## src/rtl/fetch_sequencer.sv

```systemverilog
// fetch_sequencer
// Multicycle instruction-fetch controller. It owns the PC, issues one
// instruction-memory request at a time, and hands each fetched word to decode
// through a valid/stall handshake. On every accepted instruction it selects
// the next PC: sequential (PC+4), J-type jump, or taken branch.
//
// Ports:
//   clk_i, rst_ni         clock (rising edge), asynchronous active-low reset
//   enable_i              allows a new fetch to start from IDLE or after accept
//   imem_req_o            memory request, held until imem_ack_i
//   imem_addr_o           fetch address (pc while requesting, else last value)
//   imem_ack_i            memory acknowledge, imem_rdata_i valid same cycle
//   imem_rdata_i          fetched instruction word
//   instr_o, instr_pc_o   registered instruction and its address
//   instr_valid_o         instr_o/instr_pc_o valid for decode
//   stall_i               decode not ready; accept = instr_valid_o & ~stall_i
//   jump_i, jump_target_i J-type redirect, sampled on accept
//   branch_i, branch_offset_i  taken-branch redirect, sampled on accept
//   fetch_fault_o         sticky memory-timeout flag
module fetch_sequencer #(
    parameter logic [31:0] RESET_PC   = 32'h0000_0000,
    parameter int unsigned WAIT_LIMIT = 15
) (
    input  logic        clk_i,
    input  logic        rst_ni,
    input  logic        enable_i,
    output logic        imem_req_o,
    output logic [31:0] imem_addr_o,
    input  logic        imem_ack_i,
    input  logic [31:0] imem_rdata_i,
    output logic [31:0] instr_o,
    output logic [31:0] instr_pc_o,
    output logic        instr_valid_o,
    input  logic        stall_i,
    input  logic        jump_i,
    input  logic [25:0] jump_target_i,
    input  logic        branch_i,
    input  logic [15:0] branch_offset_i,
    output logic        fetch_fault_o
);

    typedef enum logic [1:0] {
        S_IDLE,
        S_REQ,
        S_VALID,
        S_FAULT
    } state_e;

    localparam logic [7:0] WAIT_LIMIT_C = 8'(WAIT_LIMIT);

    state_e      state_q, state_d;
    logic [31:0] pc_q, pc_d;
    logic [7:0]  wait_cnt_q, wait_cnt_d;
    logic [31:0] instr_q, instr_d;
    logic [31:0] instr_pc_q, instr_pc_d;
    // Last address presented while requesting; keeps imem_addr_o steady
    // when no request is active.
    logic [31:0] addr_hold_q, addr_hold_d;

    logic [31:0] pc_plus4;
    logic [31:0] branch_disp;
    logic [31:0] jump_pc;
    logic [31:0] branch_pc;

    // Redirects are relative to the instruction being accepted, not to pc_q.
    assign pc_plus4    = instr_pc_q + 32'd4;
    assign branch_disp = {{14{branch_offset_i[15]}}, branch_offset_i, 2'b00};
    assign jump_pc     = {pc_plus4[31:28], jump_target_i, 2'b00};
    assign branch_pc   = pc_plus4 + branch_disp;

    always_ff @(posedge clk_i or negedge rst_ni) begin
        if (!rst_ni) begin
            state_q     <= S_IDLE;
            pc_q        <= RESET_PC;
            wait_cnt_q  <= 8'd0;
            instr_q     <= 32'd0;
            instr_pc_q  <= 32'd0;
            addr_hold_q <= 32'd0;
        end else begin
            state_q     <= state_d;
            pc_q        <= pc_d;
            wait_cnt_q  <= wait_cnt_d;
            instr_q     <= instr_d;
            instr_pc_q  <= instr_pc_d;
            addr_hold_q <= addr_hold_d;
        end
    end

    always_comb begin
        state_d     = state_q;
        pc_d        = pc_q;
        wait_cnt_d  = wait_cnt_q;
        instr_d     = instr_q;
        instr_pc_d  = instr_pc_q;
        addr_hold_d = addr_hold_q;

        case (state_q)
            S_IDLE: begin
                if (enable_i) begin
                    state_d    = S_REQ;
                    wait_cnt_d = 8'd0;
                end
            end
            S_REQ: begin
                addr_hold_d = pc_q;
                if (imem_ack_i) begin
                    instr_d    = imem_rdata_i;
                    instr_pc_d = pc_q;
                    state_d    = S_VALID;
                end else if (wait_cnt_q == WAIT_LIMIT_C) begin
                    state_d = S_FAULT;
                end else begin
                    wait_cnt_d = wait_cnt_q + 8'd1;
                end
            end
            S_VALID: begin
                if (!stall_i) begin
                    // Jump has priority over branch when both are raised.
                    if (jump_i) begin
                        pc_d = jump_pc;
                    end else if (branch_i) begin
                        pc_d = branch_pc;
                    end else begin
                        pc_d = pc_plus4;
                    end
                    wait_cnt_d = 8'd0;
                    state_d    = enable_i ? S_REQ : S_IDLE;
                end
            end
            S_FAULT: begin
                // Terminal until reset.
                state_d = S_FAULT;
            end
            default: begin
                state_d = S_IDLE;
            end
        endcase
    end

    // Status outputs decode directly from the state register so an
    // asynchronous reset clears them without waiting for a clock edge.
    assign imem_req_o    = (state_q == S_REQ);
    assign imem_addr_o   = imem_req_o ? pc_q : addr_hold_q;
    assign instr_valid_o = (state_q == S_VALID);
    assign fetch_fault_o = (state_q == S_FAULT);
    assign instr_o       = instr_q;
    assign instr_pc_o    = instr_pc_q;

endmodule

```

## config.mk

```make
export PLATFORM = sky130hd
export DESIGN_NAME = fetch_sequencer
export DESIGN_NICKNAME = d
export VERILOG_FILES = /design/src/rtl/fetch_sequencer.sv
export SDC_FILE = /design/constraint.sdc
export NUM_CORES = 1
export LEC_CHECK = 0
export CORE_UTILIZATION = 35
export CTS_BUF_LIST = sky130_fd_sc_hd__clkbuf_4 sky130_fd_sc_hd__clkbuf_8
export DETAILED_ROUTE_END_ITERATION = 10
export GPL_TIMING_DRIVEN = 1
export SETUP_SLACK_MARGIN = 0.2
export SLEW_MARGIN = 25
export SYNTH_ARGS = -nofsm -noshare
export SYNTH_HDL_FRONTEND = slang
export SYNTH_SLANG_ARGS = --single-unit
```

## constraint.sdc

```tcl
create_clock -name clk_i -period 5.67 [get_ports clk_i]
set_clock_uncertainty 0.1 [all_clocks]
set_input_delay 1.134 -clock clk_i [delete_from_list [all_inputs] [get_ports clk_i]]
set_output_delay 1.134 -clock clk_i [all_outputs]
set_load 0.005 [all_outputs]
```

After elaboration in Yosys (flattened, before gate mapping)
Cells that the tools add are included.
- flip-flop bits (word level): 138
- word-level logic and storage cells: 39
- bits of input ports: 81
- equal/unequal tests: 9
- mux-type cells: 14
- reduce and logical (&&, ||, !) cells: 6
- bitwise operators: 1
- add/sub/neg operators: 3
- operators with widths (operator ; number):
    $mux 32 ; 3
    $add 32x3->32 const B ; 1
    $add 32x32->32 ; 1
    $mux 8 ; 4
    $pmux 8 s3 ; 1
    $add 8x1->8 const B ; 1
    $eq 8x4->1 const B ; 1
    $mux 2 ; 4
    $ne 2x2->1 const B ; 4
    $pmux 2 s4 ; 1
    $reduce_and 5->1 ; 1
    $eq 2x2->1 const B ; 2
    $reduce_and 2->1 ; 2
    $ne 3x1->1 const B ; 1
    $reduce_and 3->1 ; 1
    $reduce_bool 3->1 ; 1
    $eq 2x1->1 const B ; 1
    $logic_not 2->1 ; 1
    $mux 1 ; 1
    $not 1->1 ; 1

Depth between registers and ports, before layout
- depth after elaboration: 4
- mapped depth: 16
- depth with buffers taken out: 15

Worst setup path before layout
OpenSTA, ideal clock, no wires.
- path kind: register -> register
- start: reg instr_pc_q[8] (netlist: instr_pc_o[8])
- end: reg pc_q[31]
- stages on the path, launching flop included: 15
- data required time: 5440 ps
- setup time: 130 ps
- arrival time: 3525 ps
- path buffers: 1
- path slack: 1914 ps
- cells stage by stage: dfrtp_1 > nand4_2 > or4_4 > nor4_2 > xor2_1 > ha_1 > clkbuf_1 > a21oi_1 > nand2_1 > a221oi_2 > mux2i_1 > a41o_1 > a2111o_1 > xnor2_1 > o21ai_1
- cells in the longest elaborated chain, start to end: 4
- RTL lines (what ; RTL line ; text):
    from (decl) ; 55 ; logic [31:0] instr_pc_q, instr_pc_d;
    from (signal assigned) ; 84 ; instr_pc_q <= instr_pc_d;
    $add 32x3->32 * ; 66 ; assign pc_plus4 = instr_pc_q + 32'd4;
    $add 32x32->32 ; 69 ; assign branch_pc = pc_plus4 + branch_disp;
    $mux 32 ; 121 ; end else if (branch_i) begin
    $mux 32 * ; 119 ; if (jump_i) begin
    to (signal assigned) ; 81 ; pc_q <= pc_d;
    to (decl) ; 52 ; logic [31:0] pc_q, pc_d;
Every way passes the cells marked *; elsewhere a longest branch is shown, timed or not.
A chain may end at the register's enable or synchronous reset.

Worst setup path after layout
Ends and elaborated chain as after synthesis.

==> results.cfg <==
[sta]
rsz0062_at_grt = no
slew_violations = 0
period_needed_ns = 4.24
fin_crit_sh_pct = 74.9
hold_violations = 0
max_slew_margin_pct = 33.1
setup_viol = 0
tightest_slew_ns = 1.00
fmax_mhz = 236
setup_tns_ns = 0

[final_layout]
final_cell_mix = clkdlybuf4s50_1, dfrtp_1, mux2_2
drive_above_1_share_pct = 16.8
diodes = 0
fin_area_um2 = 10600
final_common_cell = clkdlybuf4s50_1
final_net_count = 1071
fillers = 2119
final_util_pct = 47.6
stdcell_count = 1244
syn_to_final_growth_pct = 31.7

[floorplan]
row_count = 54
initial_core_util_pct = 36.2
die-width_um = 153
die_area_um2 = 23500
io_pins = 180
die_height_um = 153
coreArea_um2 = 22200

[outcome]
status = finished clean

[placement]
dp.cells = 1212
placedInstanceArea_um2 = 10100
gp_congestion = 0.854
place_hpwl_um = 17500
placement.io_buffers = 179

[global_route]
grt_max_degree = 103
grt_pass1_vias = 6445
grt-ovfl-total = 0
grt_pass1_wl_um = 36900
antenna_found_initial = 0
gr-usage-all-layers_pct = 20.5

[setup_path]
critPathKind = register to register
cp_max_fo = 8
r2r-end = pc_q[31]
reg2regPathDepth = 14
cp-end-kind = register
crit_required_ns = 5.88
r2r_slack_ns = 1.43
start_kind = register
r2r-start = instr_pc_o[8]
cp.arrival_ns = 4.45

[routing]
drt_iter0_drc = 421
drcViolationCount = 0
firstDrtPassIters = 4
vias_per_cell = 5.33
routed_wirelength_um = 23600
routedWlPerCell_um = 19.0
postRouteAntennaNets = 0
num_vias = 6633

[pwr]
p_leak_uw = 0.00447
ir_drop_v = 0.000235
power.density_nw_per_um2 = 552
finalPower_uw = 5830

[yosys]
synth.net_count = 901
yosys.area.top_type = dfrtp_1
synth_top_area_share_pct = 43.1
async_flop_share_pct = 100
syn_avg_cell_area_um2 = 10.3
ys_ff_latch = 138
synth_edf_count = 0
synthCells = 781
ys_seq_area_share_pct = 43.1
ys_types = 61
ys_top_cells_by_area = dfrtp_1, mux2_2, ha_1
yosys_most_used_dff = dfrtp_1
syn-cell-area_um2 = 8010
yosysWarnings = 0

[clock_tree]
clock_sinks = 138
cts_resized = 0
clkLatencyLatePin_ns = 0.45
cts_root_buf = clkbuf_8
holdBufCountCts = 0
post-cts-setup-buffers = 0
path_clk_slew_ns = 0.09
cts-htree-levels = 4
cts_tree = yes
cts_max_path_buffers = 2
cts_buffers = 17

[hold_path]
hold_class = register to register
min_from = pc_q[0]
hold_path_end = pc_q[0]
hold_depth = 2

[run]
max_cap_viol_count = 0
==> power by group <==
part           leakage [uW]  internal, uW  switching, uW
Clock              0.000234           539            411
Combinational       0.00255          1650           1450
Sequential          0.00168          1420            357
==> Yosys cell counts, types with 8 or more instances <==
| master | n |
|---|---|
| dfrtp_1 | 138 |
| a31oi_1 | 8 |
| o21ai_0 | 36 |
| ha_1 | 38 |
| mux2_2 | 98 |
| a21o_1 | 11 |
| inv_1 | 11 |
| nand3_1 | 30 |
| and3_1 | 8 |
| nand4_1 | 16 |
| mux2i_1 | 9 |
| nor2_1 | 50 |
| xnor2_1 | 30 |
| nand2b_1 | 8 |
| clkbuf_1 | 31 |
| a21oi_1 | 47 |
| nand2_1 | 75 |
| nor3_1 | 9 |
| xor2_1 | 20 |
==> area by class of cell <==
class,instances,area [um^2],share of cell area [%]
Clock buffer,18,248,2.35
Clock inverter,14,216,2.05
Inverter,12,45.0,0.427
Multi-Input combinational cell,596,4390,41.6
Sequential cell,138,3450,32.7
Tap cell,280,350,3.32
Timing Repair Buffer,186,1850,17.5
==> cells by family after synthesis <==
kind of cell	Yosys count	share of synthesized area (%)
DFF	138	43.1
adders and majority gates	39	6.18
buffers and inverters	47	2.23
muxes	107	14.9
and+or+nand+nor	233	14.3
xor gates and xnor gates	53	6.08
AOI/OAI and AO/OA	164	13.2
==> registers in the layout, indices dropped and copies added (netlist names) <==
signal	count
addr_hold_q	32
instr_o	32
instr_pc_o	32
pc_q	32
wait_cnt_q	8
state_q	2
==> metal layers <==
layer | up-vias | track usage, % | part of all wire (%)
met3 | 28 | 5.81 | 6.5
met4 | 0 | 6.35 | 1.7
met5 | - | 0 | 0
met2 | 179 | 32.8 | 47
li1 | 3167 | - | -
met1 | 3259 | 26.9 | 45
==> worst max-delay path, cell delays in order (launching register included) <==
cell	delay (ns)
dfrtp_1	0.51
nand4_2	0.20
or4_4	0.62
nor2_1	0.25
nand2_1	0.13
xnor2_2	0.22
ha_1	0.36
a21oi_1	0.21
o21ai_1	0.15
a221oi_2	0.37
mux2i_1	0.13
a41o_1	0.22
a2111o_1	0.40
xnor2_1	0.15
o21ai_1	0.07
==> worst max path at each step <==
stage,from,end,slack [ns],cells past startpoint
2_1_floorplan,instr_pc_o[8],pc_q[31],1.91,14
3_3_place_gp,branch_offset_i[15],pc_q[31],1.12,10
3_5_place_dp,branch_offset_i[15],pc_q[31],1.06,10
4_1_cts,instr_pc_o[8],pc_q[31],1.44,14
5_1_grt,instr_pc_o[8],pc_q[31],1.18,14
6_report,instr_pc_o[8],pc_q[31],1.43,14
==> through the flow <==
stage	hold slack, ns	worst slack, ns
6_report	0.394	1.43
2_1_floorplan	0.351	1.91
4_1_cts	0.403	1.44
5_1_grt	0.416	1.18
3_3_place_gp	0.380	1.12
3_5_place_dp	0.383	1.06
(Power assumes the default switching activity.)
